[src/rtl/sct_pkg.sv]
// Shared types and constants for the sct_step_counter slice.
package sct_pkg;

  typedef enum logic [1:0] {
    SCT_IDLE = 2'd0,
    SCT_RUN  = 2'd1,
    SCT_DONE = 2'd2
  } sct_state_e;

  localparam logic SCT_UP = 1'b1;
  localparam logic SCT_DN = 1'b0;

endpackage

[src/rtl/sct_next_cnt.sv]
// Combinational next-count, wrap and terminal decode for the step counter.
// Saturation on terminal is present only when SCT_SAT_EN is defined.
module sct_next_cnt
  import sct_pkg::*;
#(
  parameter int               WIDTH   = 8,
  parameter logic [WIDTH-1:0] MAX_VAL = {WIDTH{1'b1}}
) (
  input  logic [WIDTH-1:0] cnt,
  input  logic             up,
  input  logic             sat,
  output logic [WIDTH-1:0] nxt_cnt,
  output logic             wrap,
  output logic             tc
);

  assign tc = (up == SCT_UP) ? (cnt == MAX_VAL) : (cnt == '0);

  always_comb begin
    nxt_cnt = cnt;
    wrap    = 1'b0;
    if (up == SCT_UP) begin
      // Loaded values above MAX_VAL run to all-ones and wrap without tc.
      if (tc || (cnt == '1)) begin
        nxt_cnt = '0;
        wrap    = 1'b1;
      end else begin
        nxt_cnt = cnt + 1'b1;
      end
    end else begin
      if (tc) begin
        nxt_cnt = MAX_VAL;
        wrap    = 1'b1;
      end else begin
        nxt_cnt = cnt - 1'b1;
      end
    end
`ifdef SCT_SAT_EN
    if (sat && tc) begin
      nxt_cnt = cnt;
      wrap    = 1'b0;
    end
`endif
  end

`ifndef SCT_SAT_EN
  logic unused_sat;
  assign unused_sat = sat;
`endif

endmodule

[src/rtl/sct_step_counter.sv]
// Registered step counter with clear/load/step priority and IDLE/RUN/DONE sequencer.
// Optional saturate-at-terminal mode is enabled by defining SCT_SAT_EN.
module sct_step_counter
  import sct_pkg::*;
#(
  parameter int               WIDTH   = 8,
  parameter logic [WIDTH-1:0] MAX_VAL = {WIDTH{1'b1}}
) (
  input  logic             clk,
  input  logic             rst,
  input  logic             en,
  input  logic             clr,
  input  logic             ld,
  input  logic [WIDTH-1:0] ld_val,
  input  logic             up,
  input  logic             sat,
  input  logic             step,
  input  logic             arm,
  input  logic             ack,
  output logic [WIDTH-1:0] cnt,
  output logic             tc,
  output logic             co,
  output logic             busy,
  output logic             done
);

  logic [WIDTH-1:0] cnt_q, cnt_d;
  logic             co_q, co_d;
  sct_state_e       state_q, state_d;

  logic [WIDTH-1:0] nxt_cnt;
  logic             nxt_wrap;
  logic             tc_w;
  logic             ld_acc;
  logic             step_acc;

  sct_next_cnt #(
    .WIDTH   (WIDTH),
    .MAX_VAL (MAX_VAL)
  ) u_next (
    .cnt     (cnt_q),
    .up      (up),
    .sat     (sat),
    .nxt_cnt (nxt_cnt),
    .wrap    (nxt_wrap),
    .tc      (tc_w)
  );

  // Only the highest-priority request acts: clr, then load, then step.
  assign ld_acc   = en & ld & ~clr;
  assign step_acc = en & step & ~clr & ~ld;

  always_comb begin
    cnt_d = cnt_q;
    co_d  = 1'b0;
    if (clr) begin
      cnt_d = '0;
    end else if (ld_acc) begin
      cnt_d = ld_val;
    end else if (step_acc) begin
      cnt_d = nxt_cnt;
      co_d  = nxt_wrap;
    end
  end

  always_comb begin
    state_d = state_q;
    unique case (state_q)
      SCT_IDLE: if (en && arm) state_d = SCT_RUN;
      SCT_RUN: begin
        if (clr || ld_acc)        state_d = SCT_IDLE;
        else if (step_acc && tc_w) state_d = SCT_DONE;
      end
      SCT_DONE: if (ack) state_d = SCT_IDLE;
      default:  state_d = SCT_IDLE;
    endcase
  end

  always_ff @(posedge clk) begin
    if (rst) begin
      cnt_q   <= '0;
      co_q    <= 1'b0;
      state_q <= SCT_IDLE;
    end else begin
      cnt_q   <= cnt_d;
      co_q    <= co_d;
      state_q <= state_d;
    end
  end

  assign cnt  = cnt_q;
  assign tc   = tc_w;
  assign co   = co_q;
  assign busy = (state_q == SCT_RUN);
  assign done = (state_q == SCT_DONE);

endmodule

[config.mk]
export PLATFORM = sky130hd
export DESIGN_NAME = sct_step_counter
export DESIGN_NICKNAME = d
export VERILOG_FILES = /design/src/rtl/sct_pkg.sv /design/src/rtl/sct_next_cnt.sv /design/src/rtl/sct_step_counter.sv
export SDC_FILE = /design/constraint.sdc
export NUM_CORES = 1
export LEC_CHECK = 0
export ABC_CLOCK_PERIOD_IN_PS = 4870
export CAP_MARGIN = 40
export CORE_MARGIN = 1
export CORE_UTILIZATION = 49
export DETAILED_ROUTE_END_ITERATION = 6
export PLACE_DENSITY = 0.83
export SYNTH_ARGS = -nofsm -noshare
export SYNTH_HDL_FRONTEND = slang
export SYNTH_SLANG_ARGS = --single-unit
[constraint.sdc]
create_clock -name clk -period 4.87 [get_ports clk]
set_input_delay 0.487 -clock clk [delete_from_list [all_inputs] [get_ports clk]]
set_output_delay 0.487 -clock clk [all_outputs]
set_load 0.01 [all_outputs]
# Yosys cells after proc, flatten, opt, wreduce, memory -nomap -nowiden
# Index checks and enable logic that the tools add are counted.
# op_classes
add_sub_neg	2
n_eq_ne	6
mux	14
n_bitwise	8
reduce_logical	10
# ops
op	count
$mux 8	5
$add 8x1->8 const B	1
$eq 8x8->1 const B	1
$logic_not 8->1	1
$mux 2	4
$sub 8x1->8 const B	1
$pmux 2 s3	1
$and 1x1->1	5
$mux 1	4
$ne 2x2->1 const B	2
$reduce_or 4->1	1
$ne 3x1->1 const B	1
$not 1->1	3
$reduce_and 3->1	1
$eq 2x1->1 const B	1
$eq 2x2->1 const B	1
$logic_and 1x1->1	2
$logic_not 2->1	1
$logic_or 1x1->1	2
$reduce_bool 2->1	1
$reduce_or 2->1	1
# word_totals
ff_bits	11
input_bits	18
elab_cells	43

# Depth between registers and ports, before layout
# logic_depth
ltp_word	7
ltp_mapped	7
depth_no_buf	7

# Modules after synthesis
# A second synthesis with hierarchy kept.
# unflattened
hier_cells	124
area_unflattened_um2	1082.3
# modules_own_cells
mod	n_inst	cells_each	area_per_inst_um2
sct_step_counter	1	62	624.3
sct_next_cnt	1	62	457.9

# Worst setup path after synthesis
# No wires, ideal clock.
# synth_timing
kind	register to output
startpoint	reg cnt_q[0] (netlist: cnt[0])
endpoint	out tc
t_arrival_ns	1.469
required_time_ns	4.383
setup_slack_ns	2.914
stages_incl_launch_ff	5
path_buffers	0
path_cell_list	dfxtp_1 -> inv_1 -> ha_1 -> or4b_4 -> o22ai_1
# synth_via
elab_chain_len	2
elab_cells_between_ends	3
# synth_rtl
element	line_no	text
start: declaration	sct_step_counter.sv:27	logic [WIDTH-1:0] cnt_q, cnt_d;
start signal: assignment	sct_step_counter.sv:85	cnt_q <= cnt_d;
$eq 8x8->1 / $logic_not 8->1 (equally long branches)	sct_next_cnt.sv:17	assign tc = (up == SCT_UP) ? (cnt == MAX_VAL) : (cnt == '0);
$mux 1 (*)	sct_next_cnt.sv:17	
end: declaration	sct_step_counter.sv:21	output logic tc,
# Mark *: on every way between the ends. The rest lies on a longest branch, timed or not.

# Final worst setup path
# layout_timing
startpoint	in up
endpoint	out tc
# layout_via
elab_chain_len	1
# layout_rtl
element	line_no	text
start: declaration	sct_step_counter.sv:15	input logic up,
$mux 1	sct_next_cnt.sv:17	
# No other way between the ends.

==> impl_metrics.ini <==
[timing]
rsz0062_at_grt = no
timing_max_transition_violations_final = 0
period_share_pct = 67.3
clock_skew_ns = 0.0112
totalNegativeSetupSlack_ns = 0
fmax_ghz = 0.305
max_slew.worst_pin.slew_ns = 0.615
setup-violations-final = 0
final-hold-violation-count = 0
finalWorstPathRequiredPeriod_ns = 3.28
relSlewSlack_pct = 58.9

[drt]
routed-wl-met3_microns = 123
drt_pass1_iterations = 4
mean_routed_wirelength_per_cell_microns = 15.3
detail_route.wirelength_microns = 2740
route.layer.met1.wl_microns = 1190
drc_errors = 0
drtIter0Drc = 39
top_layer = met4
met2WireLength_microns = 1330
route.antenna.remaining_nets = 0
detailroute.via_count = 1108
drt-vias-per-instance = 6.19

[global_route]
grt_antenna_before_repair = 0
grt.total_usage_pct = 29.6
vias_in_the_first_global_route = 1034
gr-total-overflow = 0
grt_first_pass_wirelength_microns = 4550
maximum_number_of_pins_on_one_net_before_global_route_repair = 20

[worst_setup_path]
critical_path.endpoint_type = output pin
worst-path-max-fanout = 19
worst_ep_arrival_time_ns = 2.79
cells_along_the_critical_path = clkdlybuf4s50_1, or4b_4, o22ai_1, clkdlybuf4s50_1
startpoint_type = input port
critPathMaxStageDelay_ns = 0.73
timing.critical_path.mode_cell = sky130_fd_sc_hd__clkdlybuf4s50_1
critical_path_required_ns = 4.38
crit_slowest_cell = sky130_fd_sc_hd__clkdlybuf4s50_1
start_to_end_type_of_the_worst_setup_path = in -> out

[min_path]
hold_class = reg -> reg

[placed_design]
place.port_buffers = 28
place.detailed.hpwl_microns = 2010
gp_routability_congestion = 0.930

[status]
run_status = complete, no violations

[layout]
ratio_of_cells_with_drive_above_1_in_the_final_layout_pct = 7.14
synthToLayoutAreaGrowth_pct = 30.2
mostFrequentLayoutCell = sky130_fd_sc_hd__clkdlybuf4s50_1
n_antenna_cell = 0
fin_util_pct = 70.9
fillers = 155
multiInputGateArea_sq_um = 676
layout.nets = 176
register_area_sq_um = 220
most-common-layout-cells = sky130_fd_sc_hd__clkdlybuf4s50_1, sky130_fd_sc_hd__nand2_1, sky130_fd_sc_hd__dfxtp_1, sky130_fd_sc_hd__o21ai_0, sky130_fd_sc_hd__nor2_1

[cts]
clock_sinks = 11
post_cts_buffers = 0
cts_hold_repair.buffers = 0
cts_root_buffer = sky130_fd_sc_hd__clkbuf_4
clock_tree.buffer_depth = 2
worst_skew_pair.late_latency_ns = 0.28
clkSlewWorstSetupHoldPaths_ns = 0.06
number_of_buffers_created_by_cts = 3
h_tree_level_count = 1
post_cts_resize_count = 0
cts_tree = yes

[logic_synthesis]
post_synth.cell_area_avg_sq_um = 7.47
synth-warning-count = 0
netlist_instances = 130
synthesis.area_sq_um = 971
synth_edf_count = 0
synth.lib_cells_used.distinct = 42
synthesized_net_count = 151
ys_async_sr_fraction_pct = 0
synth-adder-area-share_pct = 3.87
yosys-mux-area-fraction_pct = 0
ys_seq_area_share_pct = 22.7
synth_top_area_cell = sky130_fd_sc_hd__dfxtp_1
yosys_register_bits = 11
ys_dominant_reg_cell = sky130_fd_sc_hd__dfxtp_1
synth_largest_type_area_fraction_pct = 22.7
synthXorXnorAreaFrac_pct = 2.71
synth_compound_gate_area_share_pct = 31.7
post_synthesis_simple_gate_area_fraction_pct = 31.3
synth_top_family_by_area = compound AO/OA/AOI/OAI gates
synth_top_cells_by_area = sky130_fd_sc_hd__dfxtp_1, sky130_fd_sc_hd__o21ai_0, sky130_fd_sc_hd__nand2_1, sky130_fd_sc_hd__o221ai_1, sky130_fd_sc_hd__a21oi_1

[floorplanning]
initial_core_util_pct = 54.5
die_y_microns = 46.5
die_area_sq_mm = 0.00216
fp.dieW_microns = 46.5
io_pins = 30
core_area_sq_mm = 0.00178
placement_rows = 15

[power]
max-vdd-ir-drop_v = 0.000168
p_leak_nw = 0.438
power_per_cell_area_mw_per_mm2 = 183
post-layout-total-power_mw = 0.232

[flow_run]
drv_cap = 0
==> routing by layer <==
layer | vias up | global-route usage [%]
met5 | - | 0
met4 | 0 | 17.6
met3 | 12 | 6.67
met2 | 37 | 46.4
met1 | 513 | 36.4
li1 | 546 | -
==> flip-flops by register name (all words and copies together), names as in the netlist <==
signal	cells
co	1
state_q	2
cnt	8
==> synthesized netlist by cell type, drive strengths merged (2+ instances only) <==
library cell   n
buf            6
o21a           4
a21oi          8
nand4          3
or3            3
clkbuf         3
dfxtp         11
nand3          2
a32oi          2
a311o          2
o311ai         2
nor2b          3
nor3           6
o21ai         10
a31oi          6
nand2         13
o211ai         2
o221ai         5
ha             3
inv            6
nor2          11
nor3b          2
xnor2          2
==> area by class of cell <==
type,count,area share [%]
Clock buffer,4,2.08
Inverter,6,1.78
Multi-Input combinational cell,104,53.5
Sequential cell,11,17.4
Tap cell,25,2.48
Timing Repair Buffer,29,22.8
==> worst max-delay path, delay by kind of cell <==
kind	cells	cell delay (ns)
compound gates	1	0.31
buf+inv	2	1.33
simple gates	1	0.65
==> power by group <==
group          total (mW)  internal (mW)  switching [mW]
Clock              0.0640         0.0318          0.0322
Sequential         0.0997         0.0927         0.00703
Combinational      0.0678         0.0359          0.0319
Total               0.232          0.160          0.0712
==> through the flow <==
step | hold WS [ns] | setup WS (ns) | cells | instance area [sq um]
after floorplan | 0.555 | 2.91 | 130 | 971
after global placement | 0.578 | 1.64 | 175 | 1240
after detailed placement | 0.621 | 1.61 | 175 | 1240
after CTS | 0.633 | 1.61 | 179 | 1260
after global routing | 0.664 | 1.47 | 179 | 1260
final | 0.627 | 1.59 | 179 | 1260
==> path summary, 6_finish.rpt <==
kind	from	to	slack [ns]	depth (start not counted)
hold / removal	state_q[1]	state_q[1]	0.63	2
setup reg to reg	cnt[0]	state_q[0]	2.87	7
setup / recovery	up	tc	1.59	4
hold reg to reg	state_q[1]	state_q[1]	0.63	2
==> cell families (layout without fill, tap and decap cells) <==
logic type,Yosys count,count (layout)
buf+inv,15,39
fa+ha+maj,3,3
xor+xnor,3,3
compound gates,45,45
flops,11,11
simple gates,53,53
No activity file was read; power rests on OpenSTA's default activity.
